--- src/rtl/sap_pkg.sv ---
// Shared constants for the SAP-1 microcode sequencer: opcodes, control-word
// bit positions, microwords and T-state encodings.
package sap_pkg;

    localparam logic [3:0] OP_LDA = 4'h0;
    localparam logic [3:0] OP_ADD = 4'h1;
    localparam logic [3:0] OP_SUB = 4'h2;
    localparam logic [3:0] OP_OUT = 4'hE;
    localparam logic [3:0] OP_HLT = 4'hF;

    // con bit positions, MSB first: {CP, EP, Lm_, CE_, Li_, ei_, La_, ea, Su, Eu, Lb_, Lo_}
    localparam int CON_CP  = 11;
    localparam int CON_EP  = 10;
    localparam int CON_LM  = 9;
    localparam int CON_CE  = 8;
    localparam int CON_LI  = 7;
    localparam int CON_EI  = 6;
    localparam int CON_LA  = 5;
    localparam int CON_EA  = 4;
    localparam int CON_SU  = 3;
    localparam int CON_EU  = 2;
    localparam int CON_LB  = 1;
    localparam int CON_LO  = 0;

    localparam logic [11:0] CON_IDLE    = 12'h3E3;
    localparam logic [11:0] CON_T1      = 12'h5E3;
    localparam logic [11:0] CON_T2      = 12'hBE3;
    localparam logic [11:0] CON_T3      = 12'h263;
    localparam logic [11:0] CON_MEM_T4  = 12'h1A3;
    localparam logic [11:0] CON_LDA_T5  = 12'h2C3;
    localparam logic [11:0] CON_ALU_T5  = 12'h2E1;
    localparam logic [11:0] CON_ADD_T6  = 12'h3C7;
    localparam logic [11:0] CON_SUB_T6  = 12'h3CF;
    localparam logic [11:0] CON_OUT_T4  = 12'h3F2;

    localparam int T1_IDX = 0;
    localparam int T2_IDX = 1;
    localparam int T3_IDX = 2;
    localparam int T4_IDX = 3;
    localparam int T5_IDX = 4;
    localparam int T6_IDX = 5;

    typedef enum logic [5:0] {
        T1 = 6'b000001,
        T2 = 6'b000010,
        T3 = 6'b000100,
        T4 = 6'b001000,
        T5 = 6'b010000,
        T6 = 6'b100000
    } t_state_e;

    // One-hot mask of the last active T-state; NOP-class opcodes idle through T4.
    function automatic logic [5:0] last_t_mask(input logic [3:0] op);
        case (op)
            OP_LDA:         last_t_mask = T5;
            OP_ADD, OP_SUB: last_t_mask = T6;
            default:        last_t_mask = T4;
        endcase
    endfunction

endpackage

--- src/rtl/sap_t_ring.sv ---
// One-hot six-state T ring. Advances on adv, loads T1 on restart or CLR,
// and holds while freeze is set.
module sap_t_ring
    import sap_pkg::*;
(
    input  logic       CLK,
    input  logic       CLR,
    input  logic       adv,
    input  logic       restart,
    input  logic       freeze,
    output logic [5:0] t_state
);

    t_state_e state, state_nxt;

    always_ff @(posedge CLK) begin
        if (CLR) state <= T1;
        else     state <= state_nxt;
    end

    always_comb begin
        state_nxt = state;
        if (adv && !freeze) begin
            if (restart) begin
                state_nxt = T1;
            end else begin
                case (state)
                    T1:      state_nxt = T2;
                    T2:      state_nxt = T3;
                    T3:      state_nxt = T4;
                    T4:      state_nxt = T5;
                    T5:      state_nxt = T6;
                    default: state_nxt = T1;
                endcase
            end
        end
    end

    assign t_state = state;

endmodule

--- src/rtl/sap_sequencer.sv ---
// SAP-1 microcode sequencer: run/step gated T-state engine with optional early
// end of short instructions, sticky halt and a retired-instruction counter.
module sap_sequencer
    import sap_pkg::*;
#(
    parameter bit EARLY_END = 1'b1,
    parameter int CNT_W     = 8
) (
    input  logic             CLK,
    input  logic             CLR,
    input  logic [3:0]       opcode,
    input  logic             run,
    input  logic             step,
    output logic [11:0]      con,
    output logic [5:0]       t_state,
    output logic             halted,
    output logic [CNT_W-1:0] instr_cnt
);

    // Advance handshake: one T-state per clock whenever run or step is high and
    // not halted; with adv low the word is idle so no load or CP repeats.
    logic adv;
    logic is_hlt;
    logic hlt_edge;
    logic restart;
    logic done;

    assign adv      = (run | step) & ~halted;
    assign is_hlt   = (opcode == OP_HLT);
    assign hlt_edge = adv & t_state[T4_IDX] & is_hlt;
    assign restart  = adv & EARLY_END & ~is_hlt & ~t_state[T3_IDX]
                    & (|(t_state & last_t_mask(opcode)));
    assign done     = (restart | (adv & t_state[T6_IDX])) & ~hlt_edge;

    sap_t_ring u_ring (
        .CLK     (CLK),
        .CLR     (CLR),
        .adv     (adv),
        .restart (restart),
        .freeze  (hlt_edge),
        .t_state (t_state)
    );

    always_ff @(posedge CLK) begin
        if (CLR) begin
            halted    <= 1'b0;
            instr_cnt <= '0;
        end else begin
            if (hlt_edge) halted <= 1'b1;
            if (done)     instr_cnt <= instr_cnt + CNT_W'(1);
        end
    end

    always_comb begin
        con = CON_IDLE;
        if (adv) begin
            if (t_state[T1_IDX]) begin
                con = CON_T1;
            end else if (t_state[T2_IDX]) begin
                con = CON_T2;
            end else if (t_state[T3_IDX]) begin
                con = CON_T3;
            end else if (t_state[T4_IDX]) begin
                case (opcode)
                    OP_LDA, OP_ADD, OP_SUB: con = CON_MEM_T4;
                    OP_OUT:                 con = CON_OUT_T4;
                    default:                con = CON_IDLE;
                endcase
            end else if (t_state[T5_IDX]) begin
                case (opcode)
                    OP_LDA:         con = CON_LDA_T5;
                    OP_ADD, OP_SUB: con = CON_ALU_T5;
                    default:        con = CON_IDLE;
                endcase
            end else if (t_state[T6_IDX]) begin
                case (opcode)
                    OP_ADD:  con = CON_ADD_T6;
                    OP_SUB:  con = CON_SUB_T6;
                    default: con = CON_IDLE;
                endcase
            end
        end
    end

endmodule

--- config.mk ---
export PLATFORM = sky130hd
export DESIGN_NAME = sap_sequencer
export DESIGN_NICKNAME = d
export VERILOG_FILES = /design/src/rtl/sap_pkg.sv /design/src/rtl/sap_t_ring.sv /design/src/rtl/sap_sequencer.sv
export SDC_FILE = /design/constraint.sdc
export NUM_CORES = 1
export LEC_CHECK = 0
export ABC_AREA = 1
export BUFFER_PORTS_ARGS = -buffer_cell sky130_fd_sc_hd__buf_2
export CORE_MARGIN = 2
export CORE_UTILIZATION = 25
export DETAILED_ROUTE_END_ITERATION = 8
export SLEW_MARGIN = 25
export SYNTH_ARGS = -nofsm -noshare
export SYNTH_HDL_FRONTEND = slang
export SYNTH_SLANG_ARGS = --single-unit
--- constraint.sdc ---
create_clock -name CLK -period 3.7 [get_ports CLK]
set_input_delay 0.185 -clock CLK [delete_from_list [all_inputs] [get_ports CLK]]
set_output_delay 0.185 -clock CLK [all_outputs]
set_load 0.01 [all_outputs]
==> results by group, run 1 <==
Worst setup path
  – CP peak stage delay: around 500 ps
  – Data arrival time at the worst-slack endpoint: around 1700 ps
  – Crit start category: register
  – Crit path kind: register to output pin
  – Crit path top cell by count: inv_1
  – Crit-path cells: inv_1 -> nor3_1 -> inv_1 -> nor3_1 -> inv_1 -> buf_2
  – Req. time, crit path: 3510 ps
  – Crit path capture type: output pin
  – Crit path buffers/inverters: 4
  – Slowest CP cell: dfxtp_1
  – Max FO, Critical Path: 8
  – Top Family by Delay on Critical Path: simple AND/OR/NAND/NOR gates

Layout
  – Most frequent cells in the layout: nand2_1, buf_2, nor2_1, nand3_1, inv_1
  – # fillers: roughly 440
  – Multi-input logic area: 626 um^2
  – P&R area growth vs syn: 26.2%
  – Share of cells above drive strength 1: 0.284
  – Seq. cell area: 300 um^2
  – Final #Nets: 200
  – Final Cell Area: between 1000 and 1500 um^2
  – N_diodes: 0

Clock tree
  – Root Driver: clkbuf_8
  – TritonCTS Buffers: 3
  – Clk_lat worst skew: 250 ps
  – CTS tree: yes
  – Depth of the CTS H-tree: 1
  – Clk sinks: 15
  – Setup Fix Bufs, Post-CTS: 0
  – Worst-path clk slew: around 60 ps
  – CTS max path bufs: 2
  – Hold Buf Count CTS: 0
  – Post-CTS resize count: 0

Power and ir drop
  – Power Density: 308 nW/um^2
  – P_leak: 0.583 nW
  – VDD IR max: 0.000134 V

STA
  – Slew headroom: 0.729
  – Worst-margin pin slew: 403 ps
  – Final setup vio count: 0
  – Fmax: 539 MHz
  – Max Slew Vio Count: 0
  – Tcrit/Tclk final: 0.502
  – Setup TNS: 0 ps
  – Clock skew: 1.59 ps
  – Crit path time final: approximately 1900 ps
  – RSZ-0062 raised after global routing: no
  – Final Hold Vio Count: 0

Yosys
  – Syn_nets: 164
  – Synth cell types: 27
  – Cell count after synthesis: 155
  – Synth warn: 0
  – Post-synthesis sequential area ratio: 0.297
  – Synth Cell Area: 1010 um^2
  – Mean Syn Cell Area: 6.52 um^2
  – Synth Register Bits: 15

Detailed routing
  – Drt total wl: 2.44 mm
  – Initial DRC count: 48
  – Via count: 1074
  – First-pass iteration count of the detailed router: 4
  – Wire length per cell: 10.2 um
  – Vias/cell: 4.48
  – Remaining antenna violation count: 0
  – Residual DRC: 0

Global routing
  – Initial antenna violation count: 0
  – Largest net degree at the start of global routing: 13
  – First-pass GRT wire length: around 3.9 mm
  – Met2 GRT Util: 0.174
  – Total track usage: 0.107
  – Number of global-route vias before repair: 885
  – Met3 Usage GRT: 0.0150
  – Global routing usage on met1: 0.144
  – Gr busiest metal: met2
  – GR Overflow Total: 0

Run status
  – Status: finished clean

Floorplan
  – Die Ht: 67.6 um
  – I/O Pins: 35
  – Rows: 23
  – Die Area: between 4000 and 5000 um^2
  – Die W: 67.6 um
  – Initial core utilization: 0.256
  – Core area: just under 4000 um^2

Flow run
  – Number of max-cap violations: 0

Placed design
  – Placed instance area: 1230 um^2
  – IO buf count: 34
  – Dpl hpwl: 1.96 mm
  – Gpl congestion: 0.779

Worst hold path
  – Worst Hold Class: input pin to register
## where the power goes
group,switching (mW),internal (mW),total [mW]
clock network,0.0592,0.0746,0.134
registers,0.00851,0.168,0.176
logic,0.0540,0.0291,0.0831
total,0.122,0.272,0.393
## flip-flops by register name, indices dropped and copies added (netlist names)
name            cells
instr_cnt           8
halted              1
u_ring.t_state      6
## layer usage
layer  routed length, um  up-vias
met5                   0        -
met4                  12        0
met3                  99        2
met2                1120       21
met1                1200      477
li1                    -      574
## worst paths after layout
| kind | start | endpoint | slack, ps | cells past startpoint |
|---|---|---|---|---|
| max | u_ring.t_state[3]$_SDFFE_PP0P_ | con[0] | 1840 | 6 |
| min | CLR | instr_cnt[6]$_SDFFE_PP0P_ | 270 | 2 |
| max reg2reg | halted$_SDFFE_PP0P_ | u_ring.t_state[4]$_SDFFE_PP0P_ | 2230 | 8 |
| min reg2reg | instr_cnt[3]$_SDFFE_PP0P_ | instr_cnt[3]$_SDFFE_PP0P_ | 500 | 2 |
## synthesized netlist by cell type (all sizes together)
cell type  instances  area [um^2]
ha                 1         12.5
a21oi             12         60.1
buf                2         10.0
xnor2              2         17.5
o211ai             1         7.51
a211oi             1         12.5
dfxtp             15          300
clkbuf             1         3.75
nor4               1         6.26
nand2             40          189
o21ai              4         31.3
inv               19         71.3
xor2               3         26.3
nor3               6         35.0
nand3             19          100
nand4              4         25.0
nor2              24          103
## worst register-to-register path, cell delays in order (launching register included)
cell and delay [ps]:
dfxtp_1 310, inv_1 110, o21ai_4 110, inv_2 120
nand3_2 260, nand2_2 210, inv_2 90, o21ai_1 120
a21oi_1 50
## layout make-up
class	count	share of cell area
multi-input combinational	118	0.490
sequential	15	0.235
timing repair buffer	34	0.133
inverter	19	0.0559
tap	50	0.0490
clock buffer	3	0.0324
clock inverter	1	0.00392
## cell families after synthesis
logic type / count (synthesis) / share of synthesized area
simple gates: 94 / 0.453
buf+inv: 22 / 0.0842
compound gates: 18 / 0.110
flops: 15 / 0.297
xor+xnor: 5 / 0.0433
fa+ha+maj: 1 / 0.0124
## stage by stage
stage          worst slack, ps  total power, mW   util  hold slack [ps]  std cells
5_1_grt                   1660            0.415  0.324              288        240
3_3_place_gp              2140            0.264  0.312              480        236
3_5_place_dp              2140            0.263  0.312              495        236
6_report                  1840            0.393  0.324              265        240
4_1_cts                   1860            0.396  0.324              271        240
2_1_floorplan             2180            0.236      -              337        155
No activity file was read; power rests on OpenSTA's default activity.
==> inputs of run 2 (changes only) <==
--- a/config.mk
+++ b/config.mk
@@ -5,7 +5,7 @@
 export SDC_FILE = /design/constraint.sdc
 export NUM_CORES = 1
 export LEC_CHECK = 0
-export ABC_AREA = 1
+export ABC_AREA = 0
 export BUFFER_PORTS_ARGS = -buffer_cell sky130_fd_sc_hd__buf_2
 export CORE_MARGIN = 2
 export CORE_UTILIZATION = 25
==> constraint.sdc (replaced) <==
create_clock -name CLK -period 1.9 [get_ports CLK]
set_input_delay 0.095 -clock CLK [delete_from_list [all_inputs] [get_ports CLK]]
set_output_delay 0.095 -clock CLK [all_outputs]
set_load 0.01 [all_outputs]
==> run 2 against run 1 <==
Core utilization down 0.12 points; area after synthesis increased by 9.2%; synthesized cell count decreased by 8.4%; final cell count fell by 5.0%; global-route usage rose by 0.76 points; hold slack got worse by 15 ps; register-to-register slack worse by 2000 ps; clock-buffer cell count up 1; sequential share of layout area is 1.8 points lower; final area is 8.5% higher; sequential power increased by 94%; critical endpoint is now con[4]; highest routed layer unchanged.
==> results by group, run 2 <==
Run status
  – Status: finished clean (unchanged)

Yosys
  – Synth Register Bits: 15 (unchanged)
  – Ys async rst share: 0 (unchanged)
  – Synth cell types: 43 (was 27)
  – Mean Syn Cell Area: 7.77 um^2 (was 6.52 um^2)
  – Post-synthesis sequential area ratio: 0.272 (was 0.297)
  – Largest cells by area after synthesis: dfxtp_1, nor2_1, mux2_1 (was dfxtp_1, nand2_1, nand3_1)
  – Syn_nets: 151 (was 164)
  – Synth warn: 0 (unchanged)
  – Cell count after synthesis: 142 (was 155)
  – Leading cell types by count after synthesis: nor2_1, dfxtp_1, nor4_1, clkbuf_1 (was nand2_1, nor2_1, nand3_1, inv_1, dfxtp_1)
  – Synth area leader: dfxtp_1 (unchanged)
  – EDFF count, synth: 0 (unchanged)
  – Most numerous cell in the Yosys netlist: nor2_1 (was nand2_1)
  – Top-area cell type share of the netlist area: 0.272 (was 0.297)
  – Most common flop cell mapped by yosys: dfxtp_1 (unchanged)
  – Synth Cell Area: 1100 um^2 (was 1010 um^2)

Clock tree
  – Clk_lat worst skew: 240 ps (was 250 ps)
  – Setup Fix Bufs, Post-CTS: 0 (unchanged)
  – Clk sinks: 15 (unchanged)
  – Depth of the CTS H-tree: 1 (unchanged)
  – TritonCTS Buffers: 3 (unchanged)
  – Worst-path clk slew: 60 ps (about the same)
  – CTS max path bufs: 2 (unchanged)
  – Root Driver: clkbuf_8 (unchanged)
  – CTS tree: yes (unchanged)

Floorplan
  – Die Area: 4960 um^2 (was 4570 um^2)
  – Die W: 70.4 um (was 67.6 um)
  – Core area: 4290 um^2 (was 3940 um^2)
  – Rows: 24 (was 23)
  – Die Ht: 70.4 um (was 67.6 um)
  – I/O Pins: 35 (unchanged)
  – Initial core utilization: 0.257 (was 0.256)

Layout
  – Final Non-Filler Cells: 228 (was 240)
  – Max FFs per register: 8 (unchanged)
  – Final #Nets: 186 (was 200)
  – Top reg by flops: instr_cnt (unchanged)
  – N_diodes: 0 (unchanged)
  – Most frequent cells in the layout: buf_2, nor2_1, dfxtp_1, nor4_1, buf_4 (was nand2_1, buf_2, nor2_1, nand3_1, inv_1)
  – P&R area growth vs syn: 25.5% (was 26.2%)
  – Commonest non-fill, non-tap cell in the layout: buf_2
  – Share of cells above drive strength 1: 0.301 (was 0.284)

Worst setup path
  – Crit-path cells: o21ba_2 -> nand2_1 -> or4_4 -> inv_2 -> buf_2 (was inv_1 -> nor3_1 -> inv_1 -> nor3_1 -> inv_1 -> buf_2)
  – CP Depth: 5 (was 6)
  – CP peak stage delay: 510 ps (about the same)
  – Req. time, crit path: 1800 ps (was 3510 ps)
  – Crit path kind: register to output pin (unchanged)
  – Crit path capture type: output pin (unchanged)
  – Crit path from: halted$_SDFFE_PP0P_ (was u_ring.t_state[3]$_SDFFE_PP0P_)
  – R2r setup slk: 190 ps (was 2230 ps)
  – Max FO, Critical Path: 5 (was 8)
  – Reg2reg end: instr_cnt[7]$_SDFFE_PP0P_ (was u_ring.t_state[4]$_SDFFE_PP0P_)
  – Data arrival time at the worst-slack endpoint: 1690 ps (was 1670 ps)
  – Setup crit end: con[4] (was con[0])
  – Worst R2R Path Depth: 4 (was 8)
  – Top Family by Delay on Critical Path: simple AND/OR/NAND/NOR gates (unchanged)
  – Crit path buffers/inverters: 2 (was 4)
  – Crit start category: register (unchanged)
  – Slowest CP cell: or4_4 (was dfxtp_1)
  – Worst reg2reg path startpoint: halted$_SDFFE_PP0P_ (unchanged)

Global routing
  – Number of global-route vias before repair: 1045 (was 885)
  – Total track usage: 0.115 (was 0.107)
  – Initial antenna violation count: 0 (unchanged)
  – First-pass GRT wire length: 4.72 mm (was 3.87 mm)
  – Largest net degree at the start of global routing: 25 (was 13)
  – GR Overflow Total: 0 (unchanged)

Power and ir drop
  – Logic gate share of total power: 0.224 (was 0.211)
  – Clock Power Share: 0.335 (was 0.340)
  – VDD IR max: 0.000177 V (was 0.000134 V)
  – Power Density: 559 nW/um^2 (was 308 nW/um^2)
  – Register share of total power: 0.442 (was 0.449)
  – Cell Int Power: 0.543 mW (was 0.272 mW)
  – Switching Share: 0.299 (was 0.309)
  – Switch Pwr: 0.231 mW (was 0.122 mW)
  – P_leak: 0.569 nW (was 0.583 nW)

STA
  – Clock skew: 1.26 ps (was 1.59 ps)
  – Worst-margin pin slew: 466 ps (was 403 ps)
  – Crit path time final: 1780 ps
  – Fmax: 561 MHz
  – Tcrit/Tclk final: 0.937
  – Slew headroom: 0.689 (was 0.729)
  – Final Hold Vio Count: 0 (unchanged)
  – Setup TNS: 0 ps (unchanged)
  – RSZ-0062 raised after global routing: no (unchanged)
  – Max Slew Vio Count: 0 (unchanged)
  – Final setup vio count: 0 (unchanged)

Detailed routing
  – First-pass iteration count of the detailed router: 5 (was 4)
  – Wire length per cell: 12.4 um (was 10.2 um)
  – Drt total wl: 2.82 mm (was 2.44 mm)
  – Initial DRC count: 54 (was 48)
  – Via count: 1159 (was 1074)
  – Residual DRC: 0 (unchanged)
  – Vias/cell: 5.08 (was 4.48)
  – Remaining antenna violation count: 0 (unchanged)

Flow run
  – Number of max-cap violations: 0 (unchanged)

Placed design
  – IO buf count: 34 (unchanged)
  – Cells after DPL: 224 (was 236)
  – Dpl hpwl: 2.19 mm (was 1.96 mm)
  – Gpl congestion: 0.813 (was 0.779)

Worst hold path
  – Worst Hold Class: input pin to register (unchanged)
## run 2: routing by layer
layer,track usage,wire (um),vias up
met2,0.177,1220,38
met5,0,0,-
met4,0.0449,41,0
met3,0.0130,189,4
met1,0.163,1370,530
li1,-,-,587
## run 2: what timing repair did
action,CTS,global route
gates resized for setup,0,2
hold buffers,0,0
endpoints found under the setup margin,0,2
## run 2: worst min path at each step
stage	slack (ps)	cells past startpoint	to	startpoint
2_1_floorplan	280	2	u_ring.t_state[4]$_SDFFE_PP0P_	CLR
3_3_place_gp	500	2	instr_cnt[1]$_SDFFE_PP0P_	instr_cnt[1]$_SDFFE_PP0P_
3_5_place_dp	500	2	instr_cnt[1]$_SDFFE_PP0P_	instr_cnt[1]$_SDFFE_PP0P_
4_1_cts	250	2	u_ring.t_state[2]$_SDFFE_PP0P_	CLR
5_1_grt	290	2	u_ring.t_state[1]$_SDFFE_PP0P_	CLR
6_report	250	2	u_ring.t_state[2]$_SDFFE_PP0P_	CLR
## run 2: stage by stage
stage / cell area, um^2 / hold slack [ps] / worst slack [ps] / power [mW] / util
after floorplan: 1100 / 276 / 244 / 0.462 / -
after global placement: 1330 / 500 / 211 / 0.521 / 0.311
after detailed placement: 1330 / 500 / 203 / 0.519 / 0.311
after CTS: 1380 / 249 / 68.6 / 0.781 / 0.321
after global routing: 1390 / 294 / 26.6 / 0.814 / 0.323
final: 1390 / 250 / 119 / 0.774 / 0.323
## run 2: cell families (layout without fill, tap and decap cells)
| group | count (synthesis) | after routing | share of synthesized area |
|---|---|---|---|
| AOI/OAI and AO/OA | 26 | 26 | 0.193 |
| muxes | 8 | 8 | 0.0794 |
| DFF | 15 | 15 | 0.272 |
| and+or+nand+nor | 72 | 72 | 0.353 |
| adders and majority gates | 1 | 1 | 0.0113 |
| buffers and inverters | 18 | 52 | 0.0760 |
| xor gates and xnor gates | 2 | 2 | 0.0159 |
## run 2: power groups by stage
stage | logic (mW) | clock network (mW) | registers, mW
2_1_floorplan | 0.116 | 0 | 0.346
3_3_place_gp | 0.173 | 0 | 0.348
4_1_cts | 0.172 | 0.268 | 0.340
6_report | 0.173 | 0.259 | 0.342
3_5_place_dp | 0.172 | 0 | 0.347
5_1_grt | 0.192 | 0.277 | 0.344
## run 2: layout make-up
cell class | count | area (um^2)
Inverter | 7 | 26.3
Sequential cell | 15 | 300
Multi-Input combinational cell | 109 | 726
Clock buffer | 4 | 45.0
Fill cell | 465 | 2910
Tap cell | 52 | 65.1
Timing Repair Buffer | 41 | 223
==> inputs of run 3 (changes only) <==
--- a/config.mk
+++ b/config.mk
@@ -5,7 +5,6 @@
 export SDC_FILE = /design/constraint.sdc
 export NUM_CORES = 1
 export LEC_CHECK = 0
-export ABC_AREA = 0
 export BUFFER_PORTS_ARGS = -buffer_cell sky130_fd_sc_hd__buf_2
 export CORE_MARGIN = 2
 export CORE_UTILIZATION = 25
==> constraint.sdc (replaced) <==
create_clock -name CLK -period 1.9 [get_ports CLK]
set_input_delay 0.475 -clock CLK [delete_from_list [all_inputs] [get_ports CLK]]
set_output_delay 0.475 -clock CLK [all_outputs]
set_load 0.01 [all_outputs]
==> run 3 against run 2 <==
Critical path depth decreased by 1; sequential power shrank 2%; final area is 17% higher; clock skew hardly changed; power grew 8.0%; largest power group unchanged; critical path type unchanged; clock-buffer cell count is 1 lower; sequential cell count is the same; die area is the same; the flow now finishes with violations (negative setup slack); sequential share of layout area is 2.9 points lower; register-to-register slack got worse by 30 ps; core utilization up 5.6 points; non-clock buffer count grew 21.
==> results by group, run 3 (synthesis gave the netlist of run 2 again) <==
Placed design
  – IO buf count: 34 (unchanged)
  – Dpl hpwl: 2.46 mm (was 2.19 mm)
  – Pre-CTS setup slack: -73.2 ps (was 203 ps)
  – Gpl congestion: 0.783 (was 0.813)
  – Placed instance area: 1460 um^2 (was 1330 um^2)

Layout
  – N_diodes: 0 (unchanged)
  – Final Cell Area: 1630 um^2 (was 1390 um^2)
  – Most frequent cells in the layout: buf_2, buf_4, nor2_1, dfxtp_1, nor4_1 (was buf_2, nor2_1, dfxtp_1, nor4_1, buf_4)
  – Top reg by flops: instr_cnt (unchanged)
  – Max FFs per register: 8 (unchanged)
  – Share of cells above drive strength 1: 0.447 (was 0.301)
  – Core Util, Final: 0.378 (was 0.323)
  – Final #Nets: 207 (was 186)
  – P&R area growth vs syn: 47.3% (was 25.5%)
  – Commonest non-fill, non-tap cell in the layout: buf_2 (unchanged)

Clock tree
  – Worst-path clk slew: 60 ps (about the same)
  – Root Driver: clkbuf_8 (unchanged)
  – CTS tree: yes (unchanged)
  – Clk sinks: 15 (unchanged)
  – TritonCTS Buffers: 3 (unchanged)
  – Clk_lat worst skew: 250 ps (was 240 ps)
  – CTS max path bufs: 2 (unchanged)
  – Hold Buf Count CTS: 0 (unchanged)
  – Depth of the CTS H-tree: 1 (unchanged)

Global routing
  – Largest net degree at the start of global routing: 25 (unchanged)
  – Total track usage: 0.135 (was 0.115)
  – First-pass GRT wire length: 5.37 mm (was 4.72 mm)
  – GR Overflow Total: 0 (unchanged)
  – Initial antenna violation count: 0 (unchanged)
  – Number of global-route vias before repair: 1151 (was 1045)

Floorplan
  – Core area: 4290 um^2 (unchanged)
  – Die Area: 4960 um^2 (unchanged)
  – I/O Pins: 35 (unchanged)
  – Rows: 24 (unchanged)
  – Die W: 70.4 um (unchanged)
  – Initial core utilization: 0.257 (unchanged)
  – Die Ht: 70.4 um (unchanged)

STA
  – Setup TNS: -136 ps (was 0 ps)
  – RSZ-0062 raised after global routing: yes (was no)
  – Crit path time final: 1960 ps (was 1780 ps)
  – Final setup vio count: 3 (was 0)
  – Tcrit/Tclk final: 1.03 (was 0.937)
  – Slew headroom: 0.679 (was 0.689)
  – Max Slew Vio Count: 0 (unchanged)
  – Clock skew: 0.853 ps (was 1.26 ps)
  – Worst-margin pin slew: 479 ps (was 466 ps)
  – Final Hold Vio Count: 0 (unchanged)
  – Fmax: 510 MHz (was 561 MHz)
  – Final setup margin: -60.6 ps (was 119 ps)

Run status
  – Violated checks: negative setup slack
  – Status: complete, but fails checks (was finished clean)

Worst setup path
  – Crit path capture type: output pin (unchanged)
  – Max FO, Critical Path: 2 (was 5)
  – Data arrival time at the worst-slack endpoint: 1490 ps (was 1690 ps)
  – Req. time, crit path: 1420 ps (was 1800 ps)
  – R2r setup slk: 160 ps (was 190 ps)
  – Crit path kind: register to output pin (unchanged)
  – Crit start category: register (unchanged)

Detailed routing
  – Via count: 1248 (was 1159)
  – Drt total wl: 3.28 mm (was 2.82 mm)
  – Remaining antenna violation count: 0 (unchanged)
  – Residual DRC: 0 (unchanged)
  – Vias/cell: 5.01 (was 5.08)
  – First-pass iteration count of the detailed router: 4 (was 5)
  – Wire length per cell: 13.2 um (was 12.4 um)
  – Initial DRC count: 46 (was 54)

Power and ir drop
  – VDD IR max: 0.000180 V (was 0.000177 V)
  – P_leak: 0.692 nW (was 0.569 nW)
  – Power Density: 514 nW/um^2 (was 559 nW/um^2)

Flow run
  – Number of max-cap violations: 0 (unchanged)

Worst hold path
  – Worst Hold Class: register to register (was input pin to register)
-- run 3: final timing paths --
check                                  from  depth (start not counted)                        end
hold reg to reg   instr_cnt[1]$_SDFFE_PP0P_                          2  instr_cnt[1]$_SDFFE_PP0P_
setup reg to reg        halted$_SDFFE_PP0P_                          5  instr_cnt[6]$_SDFFE_PP0P_
setup / recovery        halted$_SDFFE_PP0P_                          4                     con[0]
hold / removal    instr_cnt[1]$_SDFFE_PP0P_                          2  instr_cnt[1]$_SDFFE_PP0P_
-- run 3: layer usage --
layer  track usage  wire, um  vias up
li1              -         -      626
met1         0.171      1510      580
met2         0.226      1560       37
met3        0.0173       155        5
met4        0.0641        64        0
met5             0         0        -
-- run 3: timing repair --
item                       CTS  global route
resized for setup           12            11
buffers inserted             3             1
hold endpoints to repair     0             0
setup endpoints to repair    7            12
pin swaps                    2             1
-- run 3: worst max-delay path, stage by stage, from the launching register on --
cell and delay, ps:
dfxtp_2 320, o21ba_4 230, nand2_4 50, or4_4 480
buf_2 160
-- run 3: area by class of cell --
type,instances,area (um^2)
fill,470,2670
multi-input combinational,109,790
timing repair buffer,62,393
sequential,15,305
tap,52,65.1
clock buffer,3,41.3
inverter,7,26.3
clock inverter,1,5.00
-- run 3: per-stage QoR --
step	hold WS (ps)	std cells	power, mW
2_1_floorplan	516	142	0.462
3_5_place_dp	507	241	0.558
6_report	522	249	0.836
3_3_place_gp	490	241	0.555
5_1_grt	560	249	0.891
4_1_cts	527	248	0.834
-- run 3: power breakdown --
part | switching (mW) | internal [mW]
Clock | 0.117 | 0.145
Sequential | 0.00896 | 0.325
Combinational | 0.131 | 0.108
Total | 0.258 | 0.579
